--- config.mk ---
export PLATFORM = sky130hd
export DESIGN_NAME = alu_cmd_issuer
export DESIGN_NICKNAME = d
export VERILOG_FILES = /design/src/rtl/alu_cmd_issuer.sv
export SDC_FILE = /design/constraint.sdc
export NUM_CORES = 1
export LEC_CHECK = 0
export ABC_AREA = 1
export CAP_MARGIN = 10
export CELL_PAD_IN_SITES_DETAIL_PLACEMENT = 1
export CELL_PAD_IN_SITES_GLOBAL_PLACEMENT = 1
export CORE_ASPECT_RATIO = 1.4
export CORE_MARGIN = 2
export CORE_UTILIZATION = 44
export CTS_CLUSTER_DIAMETER = 50
export DETAILED_ROUTE_END_ITERATION = 10
export GPL_TIMING_DRIVEN = 0
export MAX_ROUTING_LAYER = met4
export PLACE_DENSITY = 0.93
export RECOVER_POWER = 25
export SLEW_MARGIN = 0
export SYNTH_ARGS = -nofsm -noshare
export SYNTH_HDL_FRONTEND = slang
export SYNTH_SLANG_ARGS = --single-unit
--- constraint.sdc ---
create_clock -name clk -period 2.94 [get_ports clk]
set_input_delay 0.588 -clock clk [delete_from_list [all_inputs] [get_ports clk]]
set_output_delay 0.588 -clock clk [all_outputs]
set_load 0.005 [all_outputs]
--- src/rtl/alu_cmd_issuer.sv ---
// Command FIFO, issue/capture FSM and response holding stage in front of a combinational ALU.
// Optional divide-by-zero trap: define ALU_DIV0_CHECK_EN.
package alu_cmd_pkg;
  typedef enum logic [3:0] {
    ADD = 4'd0,
    SUB = 4'd1,
    MUL = 4'd2,
    DIV = 4'd3,
    SL  = 4'd4,
    SR  = 4'd5,
    AND = 4'd6,
    OR  = 4'd7,
    XOR = 4'd8
  } opcodes_t;
endpackage

module alu_cmd_issuer
  import alu_cmd_pkg::*;
#(
  parameter int DATASIZE   = 8,
  parameter int OUTPUTSIZE = 2*DATASIZE,
  parameter int DEPTH      = 4
) (
  input  logic                         clk,
  input  logic                         rst,
  input  logic                         cmd_valid,
  output logic                         cmd_ready,
  input  opcodes_t                     cmd_opcode,
  input  logic [DATASIZE-1:0]          cmd_in1,
  input  logic [DATASIZE-1:0]          cmd_in2,
  output opcodes_t                     alu_opcode,
  output logic [DATASIZE-1:0]          alu_in1,
  output logic [DATASIZE-1:0]          alu_in2,
  input  logic [OUTPUTSIZE-1:0]        alu_result,
  output logic                         rsp_valid,
  input  logic                         rsp_ready,
  output logic [OUTPUTSIZE-1:0]        rsp_result,
  output opcodes_t                     rsp_opcode,
  output logic                         rsp_err,
  output logic [$clog2(DEPTH+1)-1:0]   fifo_count
);

  localparam int PTR_W = $clog2(DEPTH);
  localparam int CNT_W = $clog2(DEPTH+1);

  typedef struct packed {
    opcodes_t            op;
    logic [DATASIZE-1:0] in1;
    logic [DATASIZE-1:0] in2;
  } cmd_t;

  typedef enum logic [1:0] {IDLE, ISSUE, HOLD} state_t;

  cmd_t                mem_q [DEPTH];
  logic [PTR_W-1:0]    wr_ptr_q, wr_ptr_d, rd_ptr_q, rd_ptr_d;
  logic [CNT_W-1:0]    count_q, count_d;
  state_t              state_q, state_d;
  opcodes_t            alu_opcode_q, alu_opcode_d, rsp_opcode_q, rsp_opcode_d;
  logic [DATASIZE-1:0] alu_in1_q, alu_in1_d, alu_in2_q, alu_in2_d;
  logic [OUTPUTSIZE-1:0] rsp_result_q, rsp_result_d;
  logic                rsp_valid_q, rsp_valid_d, rsp_err_q, rsp_err_d;
  logic                push, pop, fifo_empty;
  cmd_t                head;

  // Returns {err, result} as it should be latched into the response stage.
`ifdef ALU_DIV0_CHECK_EN
  function automatic logic [OUTPUTSIZE:0] capture(input opcodes_t op,
                                                  input logic [DATASIZE-1:0] divisor,
                                                  input logic [OUTPUTSIZE-1:0] res);
    if (op == DIV && divisor == '0) return {1'b1, {OUTPUTSIZE{1'b1}}};
    return {1'b0, res};
  endfunction
`else
  function automatic logic [OUTPUTSIZE:0] capture(input logic [OUTPUTSIZE-1:0] res);
    return {1'b0, res};
  endfunction
`endif

  assign cmd_ready  = (count_q != CNT_W'(DEPTH));
  assign fifo_empty = (count_q == '0);
  assign push       = cmd_valid && cmd_ready;
  assign head       = mem_q[rd_ptr_q];

  always_comb begin
    state_d      = state_q;
    pop          = 1'b0;
    alu_opcode_d = alu_opcode_q;
    alu_in1_d    = alu_in1_q;
    alu_in2_d    = alu_in2_q;
    rsp_valid_d  = rsp_valid_q;
    rsp_result_d = rsp_result_q;
    rsp_opcode_d = rsp_opcode_q;
    rsp_err_d    = rsp_err_q;
    rd_ptr_d     = rd_ptr_q;
    wr_ptr_d     = wr_ptr_q;

    case (state_q)
      IDLE: begin
        if (!fifo_empty) begin
          pop     = 1'b1;
          state_d = ISSUE;
        end
      end
      ISSUE: begin
`ifdef ALU_DIV0_CHECK_EN
        {rsp_err_d, rsp_result_d} = capture(alu_opcode_q, alu_in2_q, alu_result);
`else
        {rsp_err_d, rsp_result_d} = capture(alu_result);
`endif
        rsp_opcode_d = alu_opcode_q;
        rsp_valid_d  = 1'b1;
        state_d      = HOLD;
      end
      HOLD: begin
        if (rsp_ready) begin
          rsp_valid_d = 1'b0;
          pop         = !fifo_empty;
          state_d     = fifo_empty ? IDLE : ISSUE;
        end
      end
      default: state_d = IDLE;
    endcase

    // ALU operand registers only move on a pop, so they stay quiet between commands.
    if (pop) begin
      alu_opcode_d = head.op;
      alu_in1_d    = head.in1;
      alu_in2_d    = head.in2;
      rd_ptr_d     = rd_ptr_q + 1'b1;
    end
    if (push) wr_ptr_d = wr_ptr_q + 1'b1;
    count_d = count_q + CNT_W'(push) - CNT_W'(pop);
  end

  always_ff @(posedge clk) begin
    if (rst) begin
      state_q      <= IDLE;
      wr_ptr_q     <= '0;
      rd_ptr_q     <= '0;
      count_q      <= '0;
      alu_opcode_q <= ADD;
      alu_in1_q    <= '0;
      alu_in2_q    <= '0;
      rsp_valid_q  <= 1'b0;
      rsp_result_q <= '0;
      rsp_opcode_q <= ADD;
      rsp_err_q    <= 1'b0;
    end else begin
      state_q      <= state_d;
      wr_ptr_q     <= wr_ptr_d;
      rd_ptr_q     <= rd_ptr_d;
      count_q      <= count_d;
      alu_opcode_q <= alu_opcode_d;
      alu_in1_q    <= alu_in1_d;
      alu_in2_q    <= alu_in2_d;
      rsp_valid_q  <= rsp_valid_d;
      rsp_result_q <= rsp_result_d;
      rsp_opcode_q <= rsp_opcode_d;
      rsp_err_q    <= rsp_err_d;
    end
  end

  always_ff @(posedge clk) begin
    if (push) mem_q[wr_ptr_q] <= '{op: cmd_opcode, in1: cmd_in1, in2: cmd_in2};
  end

  assign alu_opcode = alu_opcode_q;
  assign alu_in1    = alu_in1_q;
  assign alu_in2    = alu_in2_q;
  assign rsp_valid  = rsp_valid_q;
  assign rsp_result = rsp_result_q;
  assign rsp_opcode = rsp_opcode_q;
  assign rsp_err    = rsp_err_q;
  assign fifo_count = count_q;

endmodule

==> results.py <==
metrics = {
    "sta": {
        "fmax_mhz": 370,
        "fin_crit_sh_pct": 91.9,
        "slew_headroom_pct": 57.0,
        "setup_slack_ps": 237,
        "period_needed_ps": 2700,
        "tightest_slew_ps": 644,
        "slew_viol_final": 0,
        "final_hold_viol_count": 0,
        "skew_ps": 6.22,
        "grt_setup_unrepaired": "no",
        "setup_viol": 0,
    },
    "power": {
        "pwr-share-seq_pct": 34.0,
        "power_leakage_nw": 3.20,
        "clkPwrFrac_pct": 30.3,
        "cellPowerDensity_nw_per_um2": 1020,
        "power.switching_mw": 2.55,
        "irDropWorstVdd_mv": 0.752,
        "switching_share_pct": 35.1,
        "p_int_mw": 4.72,
        "p_comb_share_pct": 35.7,
    },
    "synthesis": {
        "ys_seq_area_share_pct": 62.8,
        "synth_area_sq_um": 5420,
        "synth_edf_count": 80,
        "syn-num-nets": 643,
        "synth_cells": 596,
        "avgSynthCellArea_sq_um": 9.09,
        "synthArstFlopShare_pct": 0,
        "yosysTopAreaCell": "edfxtp_1",
        "synth.most_common_cell": "nand2_1",
        "synth_seq_cells": 130,
        "ys.flop_type": "edfxtp_1",
        "synth_top_area_share_pct": 44.3,
        "synth_area_leaders": "edfxtp_1 (44%), dfxtp_1 (18%), nand2_1 (10%), inv_1 (8.0%), nor2_1 (5.6%)",
        "ys.warnings.count": 0,
        "synth.distinct_cells": 24,
        "synth_common_cells": "nand2_1 (151), inv_1 (115), nor2_1 (81)",
    },
    "flow_run": {
        "maxCapViolCount": 0,
    },
    "final_layout": {
        "fin_cells": 864,
        "area_growth_pct": 31.5,
        "layout-drive-gt1-share_pct": 9.10,
        "num_antenna_cells": 0,
        "final_nets": 749,
    },
    "clock_tree": {
        "htree_levels": 4,
        "cts_made_buffers": 17,
        "cts_tree": "done",
        "clock_path_buffers": 2,
        "insertion_delay_ps": 420,
        "cts_resized": 0,
        "cts.sinks": 130,
        "postCtsSetupRepairBufs": 0,
        "path_clk_slew_ps": 60,
        "cts-root-buf": "clkbuf_16",
        "cts-hold-fix-buffers": 0,
    },
    "grt": {
        "grt_pass1_wl_um": 25800,
        "grt_pass1_vias": 5029,
        "grt_max_degree": 17,
        "grt_usage_pct": 26.5,
        "overflow": 0,
        "antenna_found_initial": 0,
    },
    "place": {
        "gp_congestion": 0.770,
        "post-dp-hpwl_um": 10900,
        "dpl_worst_slack_ps": 135,
        "portBuffers": 83,
        "numPlacedInstances": 833,
    },
    "floorplanning": {
        "pin_count": 86,
        "row_count": 48,
        "die-area_sq_um": 13200,
        "fp.coreArea_sq_um": 12200,
        "die_w_um": 97.8,
        "initial_core_util_pct": 44.5,
        "die_h_um": 135,
    },
    "routing": {
        "via_per_inst": 5.01,
        "drtIter0Drc": 207,
        "wl_per_cell_um": 18.7,
        "drtPass1Iterations": 4,
        "ant_nets": 0,
        "wl_um": 16200,
        "via_count": 4332,
        "drc_errors": 0,
    },
    "worst_setup_path": {
        "cp.arrival_ps": 3000,
        "reg2reg_from": "fifo_count[1]$_SDFF_PP0_",
        "critPathMaxFanout": 7,
        "endpoint_kind": "register",
        "worstSetupPathType": "primary input to register",
        "startpoint_type": "primary input",
        "critPathLaunch": "rsp_ready",
        "worstPathRequired_ps": 3240,
    },
    "min_path": {
        "hold_path.class": "primary input to register",
        "hold_start": "rst",
    },
    "outcome": {
        "status": "complete, no violations",
    },
}
## registers in the layout, indices dropped and copies added (netlist names), 2 cells and up
signal and cells:
alu_in2 8, wr_ptr_q 2, fifo_count 3, rsp_opcode 4, state_q 2, alu_opcode 4
mem_q 80, rsp_result 16, alu_in1 8, rd_ptr_q 2
## through the flow
stage	power [mW]	area, sq um	TNS (ps)	hold WS [ps]	util [%]
2_1_floorplan	3.88	5420	0	460	-
3_3_place_gp	4.75	6440	-22000	460	52.8
3_5_place_dp	4.99	6510	0	478	53.4
4_1_cts	7.32	7130	0	454	58.4
5_1_grt	7.67	7130	0	455	58.4
6_report	7.28	7130	0	456	58.4
## cells by family (layout without fill, tap and decap cells)
logic type | after synthesis | after routing | share of synthesized area [%]
compound gates | 33 | 33 | 3.32
simple gates | 280 | 280 | 20.7
other cells | 1 | 1 | 0.0692
buf+inv | 145 | 263 | 11.3
fa+ha+maj | 7 | 7 | 1.75
flops | 130 | 130 | 62.8
## cell type report
class | instances | area [sq um]
inverter | 119 | 447
multi-input combinational | 321 | 1410
timing repair buffer | 87 | 891
clock buffer | 18 | 429
tap | 150 | 188
sequential | 130 | 3400
buffer | 26 | 168
clock inverter | 13 | 188
fill | 1371 | 5070
## routing by layer
metal  wire length, um  up-vias  track usage [%]
li1                  -     2040                -
met4               434        0             13.7
met1              6110     2114             26.2
met2              8980      142             49.0
met3               632       36             5.31
met5                 0        -                -
## power by group through the flow
stage / clock network (mW) / logic (mW) / registers, mW
after CTS: 2.23 / 2.61 / 2.47
after detailed placement: 0 / 2.48 / 2.50
final: 2.20 / 2.60 / 2.48
after floorplan: 0 / 1.40 / 2.49
after global routing: 2.30 / 2.86 / 2.51
after global placement: 0 / 2.26 / 2.48
## cells in the final DEF (no fill, tap or decap)
master	instances
clkinv_4	3
dfxtp_1	50
clkinv_1	1
a21oi_1	8
buf_4	5
nand2_1	151
nor2_1	77
bufinv_16	4
nor2_2	4
o21ai_0	17
a31oi_1	1
a211oi_1	1
clkbuf_16	17
clkbuf_2	1
buf_8	4
buf_6	5
a21oi_4	1
clkbuf_1	5
o21ai_1	5
conb_1	1
clkdlybuf4s50_1	67
dlygate4sd3_1	16
inv_2	4
buf_1	1
nand3_1	46
fa_1	1
nand2_4	1
edfxtp_1	80
ha_1	6
buf_2	10
clkinvlp_4	5
inv_1	115
nor2_4	1
## worst max-delay path: stages
cell	delay (ps)
clkdlybuf4s50_1	500
inv_1	90
a21oi_4	200
nand2_4	130
inv_1	140
ha_1	260
inv_1	70
ha_1	140
inv_1	50
fa_1	410
o21ai_0	310
a21oi_1	110
## path summary, 6_finish.rpt
path / slack (ps) / to / cells after the start
setup / recovery: 240 / fifo_count[2]$_SDFF_PP0_ / 12
hold / removal: 460 / fifo_count[0]$_SDFF_PP0_ / 2
setup reg to reg: 430 / fifo_count[2]$_SDFF_PP0_ / 10
hold reg to reg: 500 / rsp_opcode[3]$_SDFFE_PP0P_ / 2
Note: power is estimated with default switching activity, not from simulation.
